[src/rtl/run_controller_pkg.sv]
// Shared definitions for the CPU run controller: state encoding, phase defaults
// and the phase-index width helper.
package run_controller_pkg;

  localparam int unsigned NumPhases  = 5;
  localparam int unsigned MemPhase   = 3;
  localparam int unsigned MemTimeout = 15;
  localparam int unsigned IcountW    = 16;

  typedef enum logic [1:0] {
    StIdle,
    StRun,
    StStep,
    StFault
  } run_state_e;

  // Width of a binary index covering n phases (at least one bit).
  function automatic int unsigned idx_width(input int unsigned n);
    return (n > 1) ? $clog2(n) : 1;
  endfunction

endpackage

[src/rtl/run_controller_phase_ring.sv]
// One-hot phase rotator: shifts the single set bit up one position per enabled
// cycle, wrapping the top phase back to bit 0.
module run_controller_phase_ring #(
  parameter int unsigned NUM_PHASES = 5
) (
  input  logic                  clock,
  input  logic                  reset,
  input  logic                  enable,
  output logic [NUM_PHASES-1:0] phase
);

  logic [NUM_PHASES-1:0] phase_q;

  always_ff @(posedge clock or posedge reset) begin
    if (reset) begin
      phase_q <= NUM_PHASES'(1);
    end else if (enable) begin
      phase_q <= {phase_q[NUM_PHASES-2:0], phase_q[NUM_PHASES-1]};
    end
  end

  assign phase = phase_q;

endmodule

[src/rtl/run_controller.sv]
// Phase sequencer for the multi-cycle CPU: run/pause and single-step from panel
// buttons, memory wait-states, halt on HLT and sticky fault on memory timeout.
module run_controller
  import run_controller_pkg::*;
#(
  parameter int unsigned NUM_PHASES  = NumPhases,
  parameter int unsigned MEM_PHASE   = MemPhase,
  parameter int unsigned MEM_TIMEOUT = MemTimeout,
  parameter int unsigned ICOUNT_W    = IcountW
) (
  input  logic                  clock,
  input  logic                  reset,
  input  logic                  run_btn,
  input  logic                  step_btn,
  input  logic                  halt_insn,
  input  logic                  mem_ack,
  output logic                  mem_req,
  output logic [NUM_PHASES-1:0] phase,
  output logic                  running,
  output logic                  halted,
  output logic                  fault,
  output logic [ICOUNT_W-1:0]   icount
);

  localparam int unsigned IdxW = idx_width(NUM_PHASES);
  localparam int unsigned TmoW = idx_width(MEM_TIMEOUT);

  localparam logic [IdxW-1:0] MemIdx  = IdxW'(MEM_PHASE);
  localparam logic [IdxW-1:0] LastIdx = IdxW'(NUM_PHASES - 1);
  localparam logic [TmoW-1:0] TmoLast = TmoW'(MEM_TIMEOUT - 1);

  run_state_e          state_q, state_d;
  logic                run_btn_q, step_btn_q;
  logic                stop_pend_q, stop_pend_d;
  logic [TmoW-1:0]     tmo_cnt_q, tmo_cnt_d;
  logic [ICOUNT_W-1:0] icount_q, icount_d;
  logic [IdxW-1:0]     phase_idx;
  logic                run_rise, step_rise, in_mem, mem_wait, adv, boundary;

  always_comb begin
    phase_idx = '0;
    for (int unsigned i = 0; i < NUM_PHASES; i++) begin
      if (phase[i]) phase_idx = IdxW'(i);
    end
  end

  assign run_rise  = run_btn & ~run_btn_q;
  assign step_rise = step_btn & ~step_btn_q;
  assign running   = (state_q == StRun) || (state_q == StStep);
  assign halted    = (state_q == StIdle) || (state_q == StFault);
  assign fault     = (state_q == StFault);
  assign in_mem    = (phase_idx == MemIdx);
  assign mem_req   = running & in_mem;
  assign mem_wait  = mem_req & ~mem_ack;
  assign adv       = running & ~(in_mem & ~(mem_req & mem_ack));
  assign boundary  = adv & (phase_idx == LastIdx);
  assign icount    = icount_q;

  always_comb begin
    state_d     = state_q;
    stop_pend_d = stop_pend_q;
    tmo_cnt_d   = tmo_cnt_q;
    icount_d    = icount_q;

    case (state_q)
      StIdle: begin
        if (run_rise) begin
          state_d = StRun;
        end else if (step_rise) begin
          state_d = StStep;
        end
      end
      StRun: begin
        if (run_rise) stop_pend_d = 1'b1;
      end
      default: ;
    endcase

    if (mem_wait) begin
      if (tmo_cnt_q == TmoLast) begin
        state_d = StFault;
      end else begin
        tmo_cnt_d = tmo_cnt_q + 1'b1;
      end
    end

    if (adv) tmo_cnt_d = '0;

    // Stops only take effect here, so IDLE is always entered at phase 0.
    if (boundary) begin
      icount_d = icount_q + 1'b1;
      if (halt_insn || (state_q == StStep) || stop_pend_q) begin
        state_d     = StIdle;
        stop_pend_d = 1'b0;
      end
    end
  end

  always_ff @(posedge clock or posedge reset) begin
    if (reset) begin
      state_q     <= StIdle;
      run_btn_q   <= 1'b0;
      step_btn_q  <= 1'b0;
      stop_pend_q <= 1'b0;
      tmo_cnt_q   <= '0;
      icount_q    <= '0;
    end else begin
      state_q     <= state_d;
      run_btn_q   <= run_btn;
      step_btn_q  <= step_btn;
      stop_pend_q <= stop_pend_d;
      tmo_cnt_q   <= tmo_cnt_d;
      icount_q    <= icount_d;
    end
  end

  run_controller_phase_ring #(
    .NUM_PHASES(NUM_PHASES)
  ) u_phase_ring (
    .clock (clock),
    .reset (reset),
    .enable(adv),
    .phase (phase)
  );

endmodule
[config.mk]
export PLATFORM = sky130hd
export DESIGN_NAME = run_controller
export DESIGN_NICKNAME = d
export VERILOG_FILES = /design/src/rtl/run_controller_pkg.sv /design/src/rtl/run_controller_phase_ring.sv /design/src/rtl/run_controller.sv
export SDC_FILE = /design/constraint.sdc
export NUM_CORES = 1
export LEC_CHECK = 0
export CELL_PAD_IN_SITES_DETAIL_PLACEMENT = 1
export CELL_PAD_IN_SITES_GLOBAL_PLACEMENT = 2
export CORE_MARGIN = 1
export CORE_UTILIZATION = 32
export CTS_CLUSTER_DIAMETER = 150
export DETAILED_ROUTE_END_ITERATION = 10
export PLACE_DENSITY_LB_ADDON = 0.1
export SLEW_MARGIN = 10
export SYNTH_ARGS = -nofsm -noshare
export SYNTH_HDL_FRONTEND = slang
export SYNTH_HIERARCHICAL = 1
export SYNTH_SLANG_ARGS = --single-unit
[constraint.sdc]
create_clock -name clock -period 1.85 [get_ports clock]
set_input_delay 0.4625 -clock clock [delete_from_list [all_inputs] [get_ports clock]]
set_output_delay 0.4625 -clock clock [all_outputs]
set_load 0.05 [all_outputs]
---- After elaboration in Yosys (flattened, before gate mapping) ----
Index checks and enable logic that the tools add are counted.
storage, ports and cells
  register bits after elaboration ......... 30
  input port bits ......................... 6
  output and inout bits ................... 25
  word-level logic and storage cells ...... 54
cells by class
  add/subtract/negate cells ............... 2
  equality and inequality tests ........... 7
  mux-type cells .......................... 18
  bitwise logic cells ..................... 13
  reduce and logical (&&, ||, !) cells .... 7
operator list
  kind                   number
  $add 16x1->16 const B  1
  $mux 2                 7
  $mux 4                 3
  $mux 3                 3
  $and 1x1->1            8
  $mux 1                 5
  $not 1->1              5
  $add 4x1->4 const B    1
  $eq 2x2->1 const B     2
  $eq 4x4->1 const B     1
  $logic_or 1x1->1       4
  $eq 3x2->1 const B     1
  $eq 3x3->1 const B     1
  $eq 2x1->1 const B     1
  $logic_not 2->1        1
  $ne 2x2->1 const B     1
  $reduce_and 2->1       1
  $reduce_bool 2->1      1

---- Logic depth before layout (Yosys ltp) ----
Gate-level depths: netlist (run 1).
  word-level depth ........................ 13
  depth in mapped cells ................... 7
  depth with buffers taken out ............ 6

---- Hierarchy ----
Netlist (run 1), hierarchy kept.
modules (own cells, without submodules)
  module                     times used  cells each  area an instance (µm²)  seq. area each (µm²)
  run_controller             1           109         1207.4                  625.6
  run_controller_phase_ring  1           11          186.4                   126.4

---- Worst setup path after synthesis (run 1) ----
Ideal clock, no wire load.
  path type ............................... register to output
  from .................................... reg state_q[0]
  to ...................................... out mem_req
  arrival ................................. 2.694 ns
  required time ........................... 1.387 ns
  slack ................................... -1.307 ns
  stages on the path, launching flop included .. 6
  buffers on the path ..................... 1
  path through ............................ dfrtp_1 > inv_1 > ha_1 > buf_4 > inv_1 > nor3b_1
between the ends
  longest elaborated chain between the ends .. 3
  elaborated cells between the ends (all ways) .. 4
  classes of those cells .................. eq/ne: 2; bitwise: 1; reduce/logical: 1
ends and longest elaborated chain
  item                                      line                   text
  start: declaration                        run_controller.sv:32   run_state_e state_q, state_d;
  start signal: assignment                  run_controller.sv:101  state_q <= StIdle;
  start signal: assignment                  run_controller.sv:108  state_q <= state_d;
  $eq 2x1->1 or $eq 2x2->1 (tied branches)  run_controller.sv:49   assign running = (state_q == StRun) || (state_q == StStep);
  $logic_or 1x1->1 *                        run_controller.sv:49
  net running                               run_controller.sv:19   output logic running,
  $and 1x1->1 *                             run_controller.sv:53   assign mem_req = running & in_mem;
  end: declaration                          run_controller.sv:17   output logic mem_req,
Mark *: on every way through the listed nets, which the timed path passes. The rest lies on a longest branch.

---- Final worst setup path (run 1) ----
  from .................................... reg state_q[1]
  to ...................................... out running
between the ends
  longest elaborated chain between the ends .. 2
  elaborated cells between the ends (all ways) .. 3
  classes of those cells .................. eq/ne: 2; reduce/logical: 1
ends and longest elaborated chain
  item                                      line
  $eq 2x1->1 or $eq 2x2->1 (tied branches)  run_controller.sv:49
  $logic_or 1x1->1 *                        run_controller.sv:49
  end: declaration                          run_controller.sv:19
Mark *: on every way between the ends. The rest lies on a longest branch, timed or not.

==> results by group, run 1 <==
Clock network
  • Clk_lat worst skew: roughly 0.28 ns
  • Hold buffers post-CTS: 0
  • Clock Path Buffers: 2
  • Root buffer cell: clkbuf_8
  • Clock sinks: 30
  • Worst-path clk slew: about 0.06 ns
  • TritonCTS Buffers: 5
  • H-tree depth: 2
  • TritonCTS clock tree: yes

STA
  • Period utilization: 1.063
  • Final hold violation count: 0
  • Slew headroom: 0.7413
  • Worst slew pin tran: approximately 0.39 ns
  • Fmax: slightly above 500 MHz
  • Post-route setup slack: -0.1165 ns
  • Final TNS setup: -0.2612 ns
  • RSZ-0062 raised after global routing: true
  • Final Setup Violations: 3
  • Final Max Slew Viols: 0
  • Skew final: 0.003531 ns
  • WHS: 0.4200 ns
  • Minimum clock period after layout: 1.966 ns

Critical path
  • Launch point of the worst path: state_q[1]
  • Crit end category: output pin
  • R2R Path End: icount[13]
  • Worst path arrival time: ~1.5 ns
  • Crit Path Max Fanout: 7
  • R2R Path Start: state_q[1]
  • Crit Path Class: register to output pin
  • Critical Path RT: approximately 1.4 ns
  • R2R setup slack: around 0.04 ns
  • Reg2Reg Depth: 8
  • Crit path launch type: register

Drt
  • DRC viols: 0
  • Routed Antenna Nets: 0
  • DR iter-0 viols: 33
  • Avg WL per Cell: around 14 um
  • Vias per cell: roughly 4.7
  • Drt first pass iters: 4
  • WL final: 3.186 mm
  • Via count: around 1000

Logic synthesis
  • Distinct cells, synth: 30
  • Average cell area after synthesis: ~12 um2
  • Yosys warning count: 6
  • Synth Register Bits: 30
  • Synth cell count leaders: 29 x dfrtp_1, 14 x nand2_1, 11 x xnor2_1
  • Top-area cell type share of the netlist area: 0.5206
  • EDFF count, synth: 0
  • Mapped cell area: ~0.0014 mm2
  • Top-count cell post-synth: dfrtp_1
  • Async set-reset flop share out of synthesis: 1.000
  • Top post-synthesis cells by area: dfrtp_1 52%, xnor2_1 6.9%, ha_1 6.3%, mux2_2 5.7%, nand2_1 3.8%
  • Syn nets: ~130
  • Syn Inst Count: between 100 and 150
  • Ys flop type: dfrtp_1
  • Yosys top cell by area: dfrtp_1
  • Register area share after synthesis: 0.5395

Cells and area
  • Final #Nets: between 150 and 200
  • Layout cell share with drive strength beyond 1: 0.3824
  • Final instance area: between 0.0015 and 0.002 mm2
  • Area added between synthesis and finish: 43.45%
  • Fillers: 454
  • # diodes: 0
  • Non-Filler Instances: 220

Die
  • Core area: just over 0.004 mm2
  • Die ar.: between 0.004 and 0.005 mm2
  • Initial Utilization: 0.3411
  • Rows: 23
  • Boundary pin count: 31
  • Die W: just under 70 um
  • Die Ht: ~70 um

Status
  • Violated checks: setup timing
  • Status: finished, violations left

Global routing
  • Grt ovf: 0
  • Largest net degree at the start of global routing: 26
  • Total Routing Usage GR: 0.1574
  • Initial antenna violation count: 0
  • Vias in the first global route: 1101
  • First-pass GRT wire length: about 5.2 mm

Place
  • DP Area: around 0.0018 mm2
  • Placed cells: between 200 and 250
  • Routability cong.: ~0.69
  • IO buf count: 30
  • Post-place setup slack: -0.03008 ns
  • DP Wirelength: 2.288 mm

Pwr
  • Max VDD drop: around 600 uV
  • Power density over the cells: roughly 1200 mW/mm2
  • Static leakage: 0.9984 nW

Run
  • Max cap viols: 0

Min path
  • Min-delay worst type: primary input to asynchronous set/reset pin
[metrics by stage]
| stage | util | power [mW] |
|---|---|---|
| finish | 0.4893 | 2.457 |
| global route | 0.4893 | 2.573 |
| CTS | 0.4749 | 2.353 |
| detailed placement | 0.4470 | 1.722 |
| global placement | 0.4470 | 1.699 |
| floorplan | - | 1.338 |
[metal layers]
| metal | global-route usage | vias up | part of all wire |
|---|---|---|---|
| li1 | - | 506 | - |
| met1 | 0.1843 | 506 | 0.44 |
| met2 | 0.2586 | 25 | 0.49 |
| met3 | 0.04333 | 5 | 0.046 |
| met4 | 0.08594 | 0 | 0.017 |
| met5 | 0 | - | 0 |
[flip-flops by register name (all words and copies together), names as in the netlist]
name,cells
state_q,2
u_phase_ring/phase,5
stop_pend_q,1
icount,16
tmo_cnt_q,4
run_btn_q,1
step_btn_q,1
[power by group]
part | switching, mW | internal, mW | total [mW] | leakage, nW
registers | 0.0198 | 0.687 | 0.707 | 0.402
logic | 0.592 | 0.626 | 1.22 | 0.548
clock network | 0.232 | 0.299 | 0.531 | 0.0482
[worst max-delay path, cell delays in order, from the launching register on]
cell     delay [ns]
dfrtp_1        0.40
inv_2          0.10
ha_4           0.22
buf_4          0.13
buf_6          0.12
buf_6          0.12
buf_12         0.14
[worst max-delay path by stage]
stage                                  to  slack (ns)  cells after the start
CTS                               mem_req       -0.10                      5
floorplan                         mem_req       -0.41                      5
global placement             tmo_cnt_q[1]        0.04                      5
finish                            running       -0.12                      6
detailed placement  u_phase_ring/phase[1]       -0.03                      4
global route                      mem_req       -0.19                      5
[cells in the final DEF (no fill, tap or decap), types with 2 or more instances in the layout]
cell type	instances
a21oi_1	4
xor2_1	4
a31oi_1	2
inv_2	2
dfrtp_1	29
buf_12	6
mux2_2	7
clkdlybuf4s50_1	5
ha_1	6
and3_1	3
nor2_1	4
nand2_1	14
buf_6	2
clkbuf_8	6
inv_1	4
nand4_1	3
nand3_1	6
buf_4	30
xnor2_1	11
[cell families (layout without fill, tap and decap cells)]
family	after synthesis	count (layout)	share of synthesized area
buffers and inverters	8	58	0.02424
AOI/OAI and AO/OA	8	8	0.03321
DFF	30	30	0.5395
adders and majority gates	7	7	0.06283
xor gates and xnor gates	15	15	0.09425
muxes	8	8	0.06374
and+or+nand+nor	44	44	0.1822
[timing repair]
action	4_1_cts	5_1_grt
pin swaps	2	1
buffers inserted	3	5
gates resized for setup	0	5
setup endpoints to repair	4	14
[area by class of cell]
type,instances,area (um2),area share
clock buffer,7,86.33,0.04318
timing repair buffer,43,417.9,0.2090
sequential,30,752.0,0.3761
multi-input combinational,82,645.6,0.3229
inverter,7,30.03,0.01502
clock inverter,1,5.005,0.002503
tap,50,62.56,0.03129
(Power assumes the default switching activity.)
==> run 2, diff against run 1 <==
--- a/config.mk
+++ b/config.mk
@@ -17,3 +17,4 @@
 export SYNTH_HDL_FRONTEND = slang
 export SYNTH_HIERARCHICAL = 1
 export SYNTH_SLANG_ARGS = --single-unit
+export TNS_END_PERCENT = 20
==> results by group, run 2 (synthesized netlist as in run 1, its figures left out) <==
Clock network
  • Root buffer cell: clkbuf_8
  • Clock sinks: 30
  • Clk_lat worst skew: between 0.2 and 0.3 ns
  • Clock Path Buffers: 2
  • Worst-path clk slew: ~0.060 ns
  • H-tree depth: 2
  • TritonCTS Buffers: 5
  • Hold buffers post-CTS: 0
  • TritonCTS clock tree: yes

Cells and area
  • Number of flip-flops in the largest register: 16
  • Fillers: between 400 and 500
  • Area added between synthesis and finish: 42.91%
  • Final #Nets: around 180
  • # diodes: 0
  • Final Util: 0.4874
  • Layout cell share with drive strength beyond 1: 0.3787
  • Most frequent cells in the layout: 29 x dfrtp_1, 29 x buf_4, 14 x nand2_1

Critical path
  • Worst path arrival time: 1.50 ns
  • Critical Path RT: around 1.4 ns
  • Crit Path Class: register to output pin
  • Crit Path Max Fanout: 7
  • Crit end category: output pin
  • Crit path launch type: register

Pwr
  • Total power draw: ~2.5 mW
  • Static leakage: between 0.9 and 1 nW
  • Max VDD drop: between 500 and 600 uV
  • Power density over the cells: around 1200 mW/mm2

Die
  • Die Ht: between 60 and 70 um
  • Rows: 23
  • Die W: just under 70 um
  • Boundary pin count: 31
  • Core area: a little over 0.004 mm2
  • Initial Utilization: 0.3411
  • Die ar.: 0.004624 mm2

Global routing
  • Grt ovf: 0
  • Largest net degree at the start of global routing: 26
  • Vias in the first global route: around 1100
  • Initial antenna violation count: 0
  • Total Routing Usage GR: 0.1574
  • First-pass GRT wire length: ~5.2 mm

STA
  • Worst slew pin tran: between 0.3 and 0.4 ns
  • Final Max Slew Viols: 0
  • Slew headroom: 0.7413
  • Final hold violation count: 0
  • Post-route setup slack: -0.1158 ns
  • Minimum clock period after layout: 1.966 ns
  • WHS: ~0.42 ns
  • Final Setup Violations: 3
  • Skew final: 0.003581 ns
  • RSZ-0062 raised after global routing: true
  • Final TNS setup: -0.2603 ns
  • Period utilization: 1.063
  • Fmax: roughly 510 MHz

Drt
  • Via count: between 1000 and 1500
  • Avg WL per Cell: around 15 um
  • WL final: between 3 and 4 mm
  • Routed Antenna Nets: 0
  • DR iter-0 viols: 31
  • DRC viols: 0
  • Drt first pass iters: 4
  • Vias per cell: 4.735

Run
  • Max cap viols: 0

Place
  • Routability cong.: ~0.69
  • DP Wirelength: 2.288 mm
  • IO buf count: 30

Status
  • Status: finished, violations left
  • Violated checks: setup timing

Min path
  • Min-delay worst type: primary input to asynchronous set/reset pin
==> run 2: layout make-up <==
cell class	count	area, um2	area share
clock buffers	7	86.33	0.04334
clock inverters	1	5.005	0.002513
inverters	7	30.03	0.01508
flip-flops and latches	30	752.0	0.3775
multi-input cells	82	645.6	0.3241
repair buffers	42	410.4	0.2060
well taps	50	62.56	0.03141
==> run 2: layer usage <==
metal,up-vias,track usage,part of all wire
met5,-,0,0
met2,25,0.2586,0.50
met1,502,0.1843,0.44
met3,5,0.04333,0.046
li1,505,-,-
met4,0,0.08594,0.017
==> run 2: worst max-delay path, stage by stage, from the launching register on <==
cell and delay (ns):
dfrtp_1 0.40, inv_2 0.10, ha_4 0.22, buf_4 0.13
buf_6 0.12, buf_6 0.12, buf_12 0.14
==> run 2: metrics by stage <==
step	worst slack [ns]	cells	area, um2
2_1_floorplan	-0.4054	120	1425
3_3_place_gp	0.03916	204	1827
3_5_place_dp	-0.03008	204	1827
4_1_cts	-0.1007	215	1941
5_1_grt	-0.1854	219	1992
6_report	-0.1158	219	1992
==> run 2: worst paths after layout <==
| kind | from | endpoint | slack [ns] | cells after the start |
|---|---|---|---|---|
| min reg2reg | icount[15] | icount[15] | 0.47 | 1 |
| max reg2reg | state_q[1] | icount[10] | 0.01 | 8 |
| min | reset | u_phase_ring/phase[1] | 0.42 | 2 |
| max in group asynchronous | reset | tmo_cnt_q[1] | 1.02 | 3 |
| min in group clock | icount[15] | icount[15] | 0.47 | 1 |
| max | state_q[1] | running | -0.12 | 6 |
==> run 2: where the power goes <==
group          switching [mW]  total [mW]  internal, mW  leakage, nW
Combinational           0.591        1.22         0.626        0.543
Sequential             0.0198       0.707         0.687        0.402
Clock                   0.233       0.533         0.299       0.0482
Total                   0.844        2.46          1.61        0.993
==> run 2: repair_timing <==
item,in CTS,in global routing
endpoints found under the setup margin,4,14
resized for setup,0,5
pin swaps,2,1
setup buffers,3,4
